--- config.mk ---
export PLATFORM = sky130hd
export DESIGN_NAME = gamma_lut_loader
export DESIGN_NICKNAME = d
export VERILOG_FILES = /design/src/rtl/gamma_lut_loader.sv
export SDC_FILE = /design/constraint.sdc
export NUM_CORES = 1
export LEC_CHECK = 0
export CAP_MARGIN = 20
export CORE_UTILIZATION = 40
export CTS_CLUSTER_DIAMETER = 80
export CTS_CLUSTER_SIZE = 10
export DETAILED_ROUTE_END_ITERATION = 12
export PLACE_DENSITY_LB_ADDON = 0.08
export SYNTH_ARGS = -nofsm -noshare
export SYNTH_HDL_FRONTEND = slang
export SYNTH_SLANG_ARGS = --single-unit
--- constraint.sdc ---
create_clock -name clk -period 1.63 [get_ports clk]
set_input_delay 0.326 -clock clk [delete_from_list [all_inputs] [get_ports clk]]
set_output_delay 0.326 -clock clk [all_outputs]
set_load 0.01 [all_outputs]
--- src/rtl/gamma_lut_loader.sv ---
// gamma_lut_loader
//   Run-time reload controller for one colour plane's gamma LUT. A reload puts
//   the gamma core into bypass at a frame boundary and waits for its pipeline
//   to drain. It then streams 2**DATA_WIDTH entries into the selected plane's
//   LUT write port. Correction is re-enabled only at the next frame boundary,
//   so no frame is ever processed with a partially written table.
//
// Ports
//   clk, rstn        clock and synchronous active-low reset
//   load_req/load_cp one-cycle reload request and its target plane
//   abort            cancel an in-progress reload
//   frame_start      one-cycle pulse at each frame boundary
//   wr_valid/wr_data LUT entry source, ascending address order
//   wr_ready         loader accepts wr_data (registered)
//   gcen             gamma core enable, 0 = bypass
//   lut_wren/lut_val per-plane LUT write enable (one-hot or zero) and value
//   busy, done, err  status: reload in progress, completion pulse, error pulse
module gamma_lut_loader #(
  parameter int DATA_WIDTH = 8,
  parameter int NUM_CP     = 3,
  parameter int LATENCY    = 4
) (
  input  logic                  clk,
  input  logic                  rstn,
  input  logic                  load_req,
  input  logic [1:0]            load_cp,
  input  logic                  abort,
  input  logic                  frame_start,
  input  logic                  wr_valid,
  input  logic [DATA_WIDTH-1:0] wr_data,
  output logic                  wr_ready,
  output logic                  gcen,
  output logic [NUM_CP-1:0]     lut_wren,
  output logic [DATA_WIDTH-1:0] lut_val,
  output logic                  busy,
  output logic                  done,
  output logic                  err
);

  localparam int DRW = (LATENCY > 0) ? $clog2(LATENCY + 1) : 1;
  localparam int CW  = DATA_WIDTH + 1;
  // Index of the final entry; the counter has one spare bit so it never wraps.
  localparam logic [CW-1:0] LAST_IDX = CW'((1 << DATA_WIDTH) - 1);

  typedef enum logic [2:0] {
    IDLE,
    WAIT_OFF,
    DRAIN,
    LOAD,
    WAIT_ON
  } state_t;

  state_t                  state, state_d;
  logic [1:0]              cp, cp_d;
  logic [DRW-1:0]          drain, drain_d;
  logic [CW-1:0]           count, count_d;
  logic                    gcen_d, busy_d, done_d, err_d, wr_ready_d;
  logic [NUM_CP-1:0]       lut_wren_d;
  logic [DATA_WIDTH-1:0]   lut_val_d;
  logic                    xfer;

  assign xfer = wr_valid && wr_ready;

  // NOTE: every variable is given a default before the case statement, so a
  // path that does not assign it cannot infer a latch.
  always_comb begin
    state_d    = state;
    cp_d       = cp;
    drain_d    = drain;
    count_d    = count;
    gcen_d     = gcen;
    busy_d     = busy;
    wr_ready_d = wr_ready;
    lut_val_d  = lut_val;
    lut_wren_d = '0;
    done_d     = 1'b0;
    err_d      = 1'b0;

    // Abort beats frame_start and transfers. gcen is left alone on purpose:
    // a partially written LUT stays bypassed until a full reload.
    if (abort && state != IDLE) begin
      state_d    = IDLE;
      busy_d     = 1'b0;
      wr_ready_d = 1'b0;
      err_d      = 1'b1;
    end else begin
      case (state)
        IDLE: begin
          if (load_req) begin
            if (32'(load_cp) < NUM_CP) begin
              cp_d    = load_cp;
              count_d = '0;
              busy_d  = 1'b1;
              state_d = WAIT_OFF;
            end else begin
              err_d = 1'b1;
            end
          end
        end
        WAIT_OFF: begin
          if (frame_start) begin
            gcen_d  = 1'b0;
            drain_d = DRW'(LATENCY);
            if (LATENCY == 0) begin
              state_d    = LOAD;
              wr_ready_d = 1'b1;
            end else begin
              state_d = DRAIN;
            end
          end
        end
        DRAIN: begin
          // The state lasts exactly LATENCY cycles (drain = LATENCY down to 1).
          if (drain <= DRW'(1)) begin
            drain_d    = '0;
            state_d    = LOAD;
            wr_ready_d = 1'b1;
          end else begin
            drain_d = drain - DRW'(1);
          end
        end
        LOAD: begin
          if (xfer) begin
            for (int i = 0; i < NUM_CP; i++) lut_wren_d[i] = (32'(cp) == i);
            lut_val_d = wr_data;
            count_d   = count + CW'(1);
            if (count == LAST_IDX) begin
              wr_ready_d = 1'b0;
              state_d    = WAIT_ON;
            end
          end
        end
        WAIT_ON: begin
          if (frame_start) begin
            gcen_d  = 1'b1;
            done_d  = 1'b1;
            busy_d  = 1'b0;
            state_d = IDLE;
          end
        end
        default: state_d = IDLE;
      endcase
    end
  end

  // NOTE: sequential state uses non-blocking assignments only, so every
  // register samples the pre-edge value of every other register.
  always_ff @(posedge clk) begin
    if (!rstn) begin
      state    <= IDLE;
      cp       <= '0;
      drain    <= '0;
      count    <= '0;
      gcen     <= 1'b1;
      busy     <= 1'b0;
      done     <= 1'b0;
      err      <= 1'b0;
      wr_ready <= 1'b0;
      lut_wren <= '0;
      lut_val  <= '0;
    end else begin
      state    <= state_d;
      cp       <= cp_d;
      drain    <= drain_d;
      count    <= count_d;
      gcen     <= gcen_d;
      busy     <= busy_d;
      done     <= done_d;
      err      <= err_d;
      wr_ready <= wr_ready_d;
      lut_wren <= lut_wren_d;
      lut_val  <= lut_val_d;
    end
  end

endmodule

==> run metrics, run 1 <==
peak supply drop 511.6 uV; gr usage total about a quarter; Fmax achieved 0.6228 GHz; DRC viols 0; Max-slew headroom 70.85%; Area after DPL between 2000 and 2500 um^2; DR vias 1635; placer congestion estimate between 0.7 and 0.8; Top Layer Used met4; Crit path max-delay family simple AND/OR/NAND/NOR gates; Fin. Hold Viols 0; number of enable flip-flop cells after synthesis 0; Met2 Routed Length 2.200 mm; Detail Route met3 WL 159 um; fin crit share 98.50%; Primary FF master, synth dfxtp_1; Max FO, Critical Path 8; Hold WC Path Type reg -> reg; # Post-CTS Setup Buffers 0; Root Driver clkbuf_8; commonest non-fill, non-tap cells in the layout buf_4 (31), clkdlybuf4s50_1 (30), dfxtp_1 (28); # hold bufs at CTS 0; pwr/cell area 734.5 nW/um^2; ANT cells 0; H-tree depth 2; die area 4284 um^2; post-DP HPWL between 3 and 4 mm; outcome finished clean; DRT iter0 DRCs 102; Post-Syn Instances roughly 180; Mapped Nets between 200 and 250; Tmin final 1.606 ns; overall die height around 65 um; unrepaired setup endpoints after global routing yes; Synth Cell Area 1610 um^2; Ys Warns 0; CP Data Required Time 1.82 ns; starting density of the core around 43%; Async SR Flop Fraction 0%; buffers plus inverters on the worst setup path 1; Mapped Avg Cell Area 8.799 um^2; slowest stage cell, crit path or4_4; wire length on met1 1.991 mm; worst-skew pair later-pin latency 0.29 ns; die width 65.45 um; crit path cell chain buf_4 > or3b_1 > or4_4 > o41ai_2; layout cells sized above 1 23.14%; Multi-input gate area 889.6 um^2; I/O pin total 32; core outline area 3771 um^2; final net count between 200 and 300; Synth-to-Final Area Change 43.43%; WL final 4.425 mm; grt ovf 0; vias per cell 5.638; largest net degree at the start of global routing 18; most common cell after layout, fill and taps aside buf_4; Final setup violation count 0; LEAKAGE 0.8247 nW; CP Data Arrival Time approximately 1.8 ns; first-pass GRT wire length 7.562 mm; Synth cell types 50; drt pass-1 iters 4; routed len/inst 15.26 um; vias in the first global route 1650; Final Max Slew Viols 0; Sink Count 33; #FFs+latches synth 33; Total Neg Setup Slack 0 ns; startpoint type of the worst setup path flop; crit path capture type flop; Rows 22; critical path's largest stage delay 0.53 ns; FILL cells approximately 320; register area share after synthesis 41.03%; initial antenna violation count 0; Clk pin slew, worst setup/hold paths 0.07 ns; CTS tree done; worst setup path category reg -> reg; Clock Skew 0.005829 ns; max cap viols 0; Port Buf Inserts 31; total CTS buffers 5; Slew @ Worst Pin between 0.4 and 0.5 ns; Final Cell Area approximately 2300 um^2; CTS max path bufs 2; Final ANT Viol Nets 0; Total Power 0.001696 W; Reg area 666.9 um^2
layout make-up:
type	instances	area share [%]
clock inverter	2	0.4334
clock buffer	6	3.142
inverter	13	2.113
multi-input combinational	125	38.52
timing repair buffer	63	24.32
sequential	33	28.87
tap	48	2.600
synthesized netlist by cell type, drive strengths merged, types with 3 or more instances:
library cell | n | area, um^2
inv | 13 | 48.80
o21ai | 14 | 70.06
or4b | 3 | 30.03
nand2 | 9 | 33.78
mux2i | 3 | 30.03
o31ai | 5 | 37.54
nand3 | 12 | 60.06
ha | 4 | 50.05
o41ai | 3 | 26.28
clkbuf | 9 | 33.78
nor2 | 4 | 15.01
dfxtp | 33 | 660.6
nor4 | 3 | 18.77
nand4bb | 3 | 33.78
buf | 3 | 21.27
a21oi | 18 | 90.09
or4 | 4 | 30.03
worst paths after layout:
path         startpoint     endpoint  slack (ns)  cells after the start
min               cp[1]  lut_wren[1]        0.47                      1
max reg2reg    state[2]     count[8]        0.02                      4
min reg2reg       cp[1]  lut_wren[1]        0.47                      1
max            state[2]     count[8]        0.02                      4
timing repair:
| item | 4_1_cts | 5_1_grt |
|---|---|---|
| resized for setup | 9 | 6 |
| endpoints found under the setup margin | 2 | 13 |
| pin swaps | 4 | 3 |
sequential cells by signal, summed over array words and instances, names as in the netlist:
register	flops
gcen	1
lut_val	8
lut_wren	3
state	3
done	1
wr_ready	1
drain	3
busy	1
count	9
err	1
cp	2
cell families (layout without fill, tap and decap cells):
group / after synthesis / count (layout) / synth area share, %
multiplexers: 3 / 3 / 1.865
buffers and inverters: 25 / 84 / 6.449
AND/OR/NAND/NOR: 63 / 63 / 25.41
adder cells (fa/ha/maj): 4 / 4 / 3.108
flip-flops: 33 / 33 / 41.03
AO/OA/AOI/OAI: 55 / 55 / 22.15
per-stage QoR:
step | setup slack (ns) | cells | hold slack, ns | utilization (%)
after CTS | 0.02083 | 290 | 0.4727 | 60.68
after floorplan | 0.03097 | 183 | 0.4292 | -
final | 0.02443 | 290 | 0.4732 | 61.25
after global routing | -0.04967 | 290 | 0.5063 | 61.25
after global placement | -0.3456 | 282 | 0.4564 | 57.76
after detailed placement | -0.3662 | 282 | 0.4616 | 57.76
power by group:
group / internal (W) / total [W] / switching, W
Clock: 0.000296 / 0.000608 / 0.000312
Sequential: 0.000824 / 0.000843 / 0.0000190
Combinational: 0.000130 / 0.000245 / 0.000115
Total: 0.00125 / 0.00170 / 0.000446
per-layer routing:
layer / vias up / GRT usage [%]
li1: 808 / -
met1: 784 / 28.53
met2: 36 / 39.95
met3: 7 / 6.250
met4: 0 / 7.880
met5: - / 0
(Power assumes the default switching activity.)
==> inputs of run 2 (changes only) <==
Settings changed: CORE_MARGIN from default to 2.
==> run 2 against run 1 <==
Net effect:
- worst hold slack got worse by 0.0025 ns
- die area rose by 6.2%
- global-route usage fell by 2.5 points
- cell count rose by 1.7%
- critical path depth did not move
- utilization fell by 2.7 points
- power rose by 1.1%
- highest routed layer unchanged
- sequential share of layout area fell by 0.054 points
- routed wire length fell by 1.8%
- non-clock buffer count rose by 3
==> run metrics, run 2 (synthesized netlist as in run 1, its figures left out) <==
outcome finished clean; Final Max Slew Viols 0; Root Driver clkbuf_8; WHS 0.4707 ns; die width around 67 um; DRC viols 0; LEAKAGE around 0.83 nW; internal power 0.001252 W; critical path's largest stage delay 0.51 ns; die area 4550 um^2; CTS max path bufs 2; peak supply drop 402.1 uV; Final ANT Viol Nets 0; placer congestion estimate between 0.8 and 0.9; CP Data Arrival Time 1.79 ns; worst setup path category reg -> reg; Synth-to-Final Area Change 43.43%; vias per cell 5.512; crit path from state[2]; Sink Count 33; Placed Instances 287; Hold WC Path Type reg -> reg; CP Data Required Time about 1.8 ns; starting density of the core between 40% and 50%; grt ovf 0; sequential share of power 49.1%; H-tree depth 2; CTS tree done; Final setup violation count 0; drt pass-1 iters 4; Slew @ Worst Pin 0.3602 ns; routed len/inst 14.73 um; worst reg2reg path endpoint count[8]; total CTS buffers 5; Fin. Hold Viols 0; switching share of power 27.02%; slowest stage cell, crit path or4_1; initial antenna violation count 0; post-DP HPWL about 3.2 mm; largest net degree at the start of global routing 13; Largest register FFs 9; WL final roughly 4.3 mm; crit path capture type flop; Top Registers count: 9 flops, lut_val: 8 flops; Fmax achieved around 0.63 GHz; Final Cell Area between 2000 and 2500 um^2; buffers plus inverters on the worst setup path 1; pwr/cell area between 700 and 800 nW/um^2; Clk pin slew, worst setup/hold paths 0.08 ns; overall die height ~67 um; DR vias ~1600; r2r setup slk 0.03 ns; most common cell after layout, fill and taps aside buf_4; R2R cell count 4; vias in the first global route 1539; worst setup path endpoint count[8]; # Post-CTS Setup Buffers 0; Max-slew headroom 75.93%; CP Depth 4; final net count 264; RR Startpoint state[2]; max cap viols 0; layout cells sized above 1 22.45%; Crit path max-delay family simple AND/OR/NAND/NOR gates; first-pass GRT wire length 7.044 mm; Largest Register count; fin crit share a little over nine tenths; Logic pwr share 14.5%; Port Buf Inserts 31; startpoint type of the worst setup path flop; commonest non-fill, non-tap cells in the layout buf_4 (35), clkdlybuf4s50_1 (30), dfxtp_1 (29); Rows 23; Tmin final 1.597 ns; non-filler cells, final 295; switching power 0.0004637 W; Clock Skew 0.008730 ns; I/O pin total 32; DRT iter0 DRCs 82; Max FO, Critical Path 12; gr usage total 21.02%; worst-skew pair later-pin latency 0.29 ns; crit path cell chain buf_4 > or3b_1 > or4_1 > o41ai_1; Clk pwr share 36.5%; Area after DPL 2191 um^2; core outline area 3943 um^2; ANT cells 0
run 2: cell count changes in the layout (fill, tap and decap cells not counted), sizes merged:
| cell | delta |
|---|---|
| buf | +3 |
| clkinvlp | +1 |
| clkbuf | -1 |
| dlygate4sd2 | -1 |
| dlymetal6s2s | +1 |
run 2: worst register-to-register path, stage by stage, from the launching register on:
cell and delay (ns):
dfxtp_1 0.33, buf_4 0.18, or3b_1 0.41, or4_1 0.51
o41ai_1 0.07
run 2: metrics by stage:
step | setup TNS (ns) | setup WS, ns | total power [W] | util (%)
3_5_place_dp | -5.472 | -0.2966 | 0.001103 | 55.57
6_report | 0 | 0.03298 | 0.001716 | 58.58
4_1_cts | 0 | 0.002805 | 0.001716 | 58.05
3_3_place_gp | -5.178 | -0.2855 | 0.001097 | 55.57
2_1_floorplan | 0 | 0.03097 | 0.0009673 | -
5_1_grt | -0.05381 | -0.01701 | 0.001788 | 58.58
run 2: worst min path at each step:
stage               startpoint          end  depth (start not counted)
finish                   cp[1]  lut_wren[0]                          1
global route        lut_val[6]   lut_val[6]                          2
CTS                      cp[1]  lut_wren[0]                          1
detailed placement       cp[1]  lut_wren[0]                          1
global placement         cp[1]  lut_wren[1]                          1
floorplan                cp[1]  lut_wren[1]                          1
run 2: power groups by stage:
stage / registers (W) / logic, W / clock network [W]
after detailed placement: 0.000860 / 0.000243 / 0
after floorplan: 0.000859 / 0.000108 / 0
after global placement: 0.000859 / 0.000238 / 0
final: 0.000842 / 0.000248 / 0.000625
after global routing: 0.000846 / 0.000270 / 0.000672
after CTS: 0.000841 / 0.000244 / 0.000631
run 2: cell type report:
class | count | area (um^2)
Multi-Input combinational cell | 125 | 870.8
Clock buffer | 5 | 68.82
Sequential cell | 33 | 665.6
Clock inverter | 3 | 17.52
Fill cell | 342 | 1633
Timing Repair Buffer | 66 | 575.6
Inverter | 13 | 48.80
Tap cell | 50 | 62.56
run 2: metal layers:
| metal | global-route usage, % | share of wire [%] | up-vias |
|---|---|---|---|
| li1 | - | - | 814 |
| met1 | 25.28 | 45 | 770 |
| met2 | 36.14 | 51 | 36 |
| met3 | 5.333 | 2.9 | 6 |
| met4 | 7.653 | 1.4 | 0 |
| met5 | 0 | 0 | - |
run 2: repair_timing:
action / CTS / global route
endpoints found under the setup margin: 1 / 13
hold endpoints to repair: 0 / 0
hold buffers: 0 / 0
gates resized for setup: 5 / 6
pin swaps: 1 / 3
==> inputs of run 3 (changes only) <==
Settings changed: CTS_BUF_LIST from default to sky130_fd_sc_hd__clkbuf_16, SLEW_MARGIN from default to 25.
Clock period 1.63 ns to 1.9 ns, I/O delays scaled along.
==> run 3 against run 2 <==
Net effect:
- die area stayed put
- power is 2.6% lower
- worst hold slack hardly changed
- count of clock-buffer cells in the layout stayed put
- first-iteration DRC count is 59% lower
- setup slack better by 0.078 ns
- cell count is 5.1% lower
- critical endpoint unchanged
- largest power group is now clock
==> run metrics, run 3 (synthesized netlist as in run 1, its figures left out) <==
post-DP HPWL just over 3 mm; peak supply drop 419.1 uV; internal power ~0.0013 W; sequential share of power 43.6%; Crit path max-delay family simple AND/OR/NAND/NOR gates; Root Driver clkbuf_16; Rows 23; die area between 4000 and 5000 um^2; Sink Count 33; drt pass-1 iters 4; DR vias between 1500 and 2000; non-filler cells, final 280; Final setup violation count 0; Largest Register count; Largest register FFs 9; CTS tree done; cts repair resizes 0; Logic pwr share ~11%; final net count approximately 250; # Post-CTS Setup Buffers 0; LEAKAGE 0.7775 nW; CP Data Arrival Time 1.95 ns; first-pass GRT wire length around 6.6 mm; Clk pin slew, worst setup/hold paths 0.05 ns; fin crit share 94.16%; CP most frequent cell ha_1; Final ANT Viol Nets 0; ANT cells 0; critical path's largest stage delay 0.49 ns; starting density of the core between 40% and 50%; Final Max Slew Viols 0; Tmin final about 1.8 ns; I/O pin total 32; buffers plus inverters on the worst setup path 0; Placed Instances approximately 270; crit path cell chain ha_1 > nand2_1 > nor3_1 > ha_1 > or4_1 > o41ai_1; layout cells sized above 1 13.91%; Port Buf Inserts 31; Synth-to-Final Area Change 38.00%; vias per cell between 5 and 6; commonest non-fill, non-tap cells in the layout dfxtp_1 (33), clkdlybuf4s50_1 (31), buf_4 (20); unrepaired setup endpoints after global routing no; Top Registers count: 9 flops, lut_val: 8 flops; vias in the first global route 1447; slowest stage cell, crit path or4_1; CTS max path bufs 2; largest net degree at the start of global routing 16; worst setup path category reg -> reg; # hold bufs at CTS 0; max cap viols 0; Fin. Hold Viols 0; crit path capture type flop; switching share of power 23.29%; Max FO, Critical Path 5; die width 67.45 um; total CTS buffers 5; Fmax achieved 0.5590 GHz; worst-skew pair later-pin latency roughly 0.27 ns; Slew @ Worst Pin 0.4694 ns; Post-Route Utilization 56.36%; pwr/cell area 752.0 nW/um^2; gr usage total 19.23%; Clk pwr share a little under half; switching power roughly 0.00039 W; CP Data Required Time 2.06 ns; placer congestion estimate 0.7742; Clock Skew between 0.003 and 0.004 ns; core outline area just under 4000 um^2; Hold WC Path Type reg -> reg; most common cell after layout, fill and taps aside dfxtp_1; Total Power 0.001671 W; grt ovf 0; H-tree depth 2; WL final 4.152 mm; outcome finished clean; startpoint type of the worst setup path flop; DRT iter0 DRCs 34; initial antenna violation count 0; Max-slew headroom 68.66%; DRC viols 0; routed len/inst 14.83 um; overall die height between 60 and 70 um
==> run 3: layer usage <==
layer	part of all wire [%]	routed length, um	global-route usage (%)	up-vias
li1	-	-	-	786
met1	44	1837	22.58	709
met2	50	2085	33.04	30
met3	3.9	162	4.667	6
met4	1.6	66	8.673	0
met5	0	0	0	-
==> run 3: stage by stage <==
step	TNS (ns)	setup WS (ns)	hold WS [ns]	cell area (um^2)
floorplan	0	0.3010	0.4292	1610
global placement	-0.3028	-0.05996	0.4571	2078
detailed placement	-0.6898	-0.09344	0.4577	2078
CTS	0	0.1068	0.4695	2217
global route	0	0.04893	0.4883	2222
finish	0	0.1110	0.4706	2222
==> run 3: final timing paths <==
kind,start,endpoint,slack [ns],cells past startpoint
worst max-delay path,count[0],count[8],0.11,6
worst min-delay path,cp[1],lut_wren[1],0.47,1
worst max register to register,count[0],count[8],0.11,6
worst min register to register,cp[1],lut_wren[1],0.47,1
==> run 3: power by group through the flow <==
stage               clock network, W  registers (W)  logic [W]
floorplan                          0       0.000737  0.0000928
CTS                         0.000770       0.000728   0.000187
global placement                   0       0.000742   0.000182
finish                      0.000755       0.000729   0.000187
global route                0.000794       0.000732   0.000204
detailed placement                 0       0.000742   0.000186
==> run 3: cell type report <==
| type | instances | area, um^2 |
|---|---|---|
| well taps | 50 | 62.56 |
| flip-flops and latches | 33 | 660.6 |
| fillers | 356 | 1720 |
| clock inverters | 3 | 13.76 |
| clock buffers | 5 | 125.1 |
| multi-input cells | 125 | 850.8 |
| inverters | 13 | 48.80 |
| repair buffers | 51 | 460.4 |
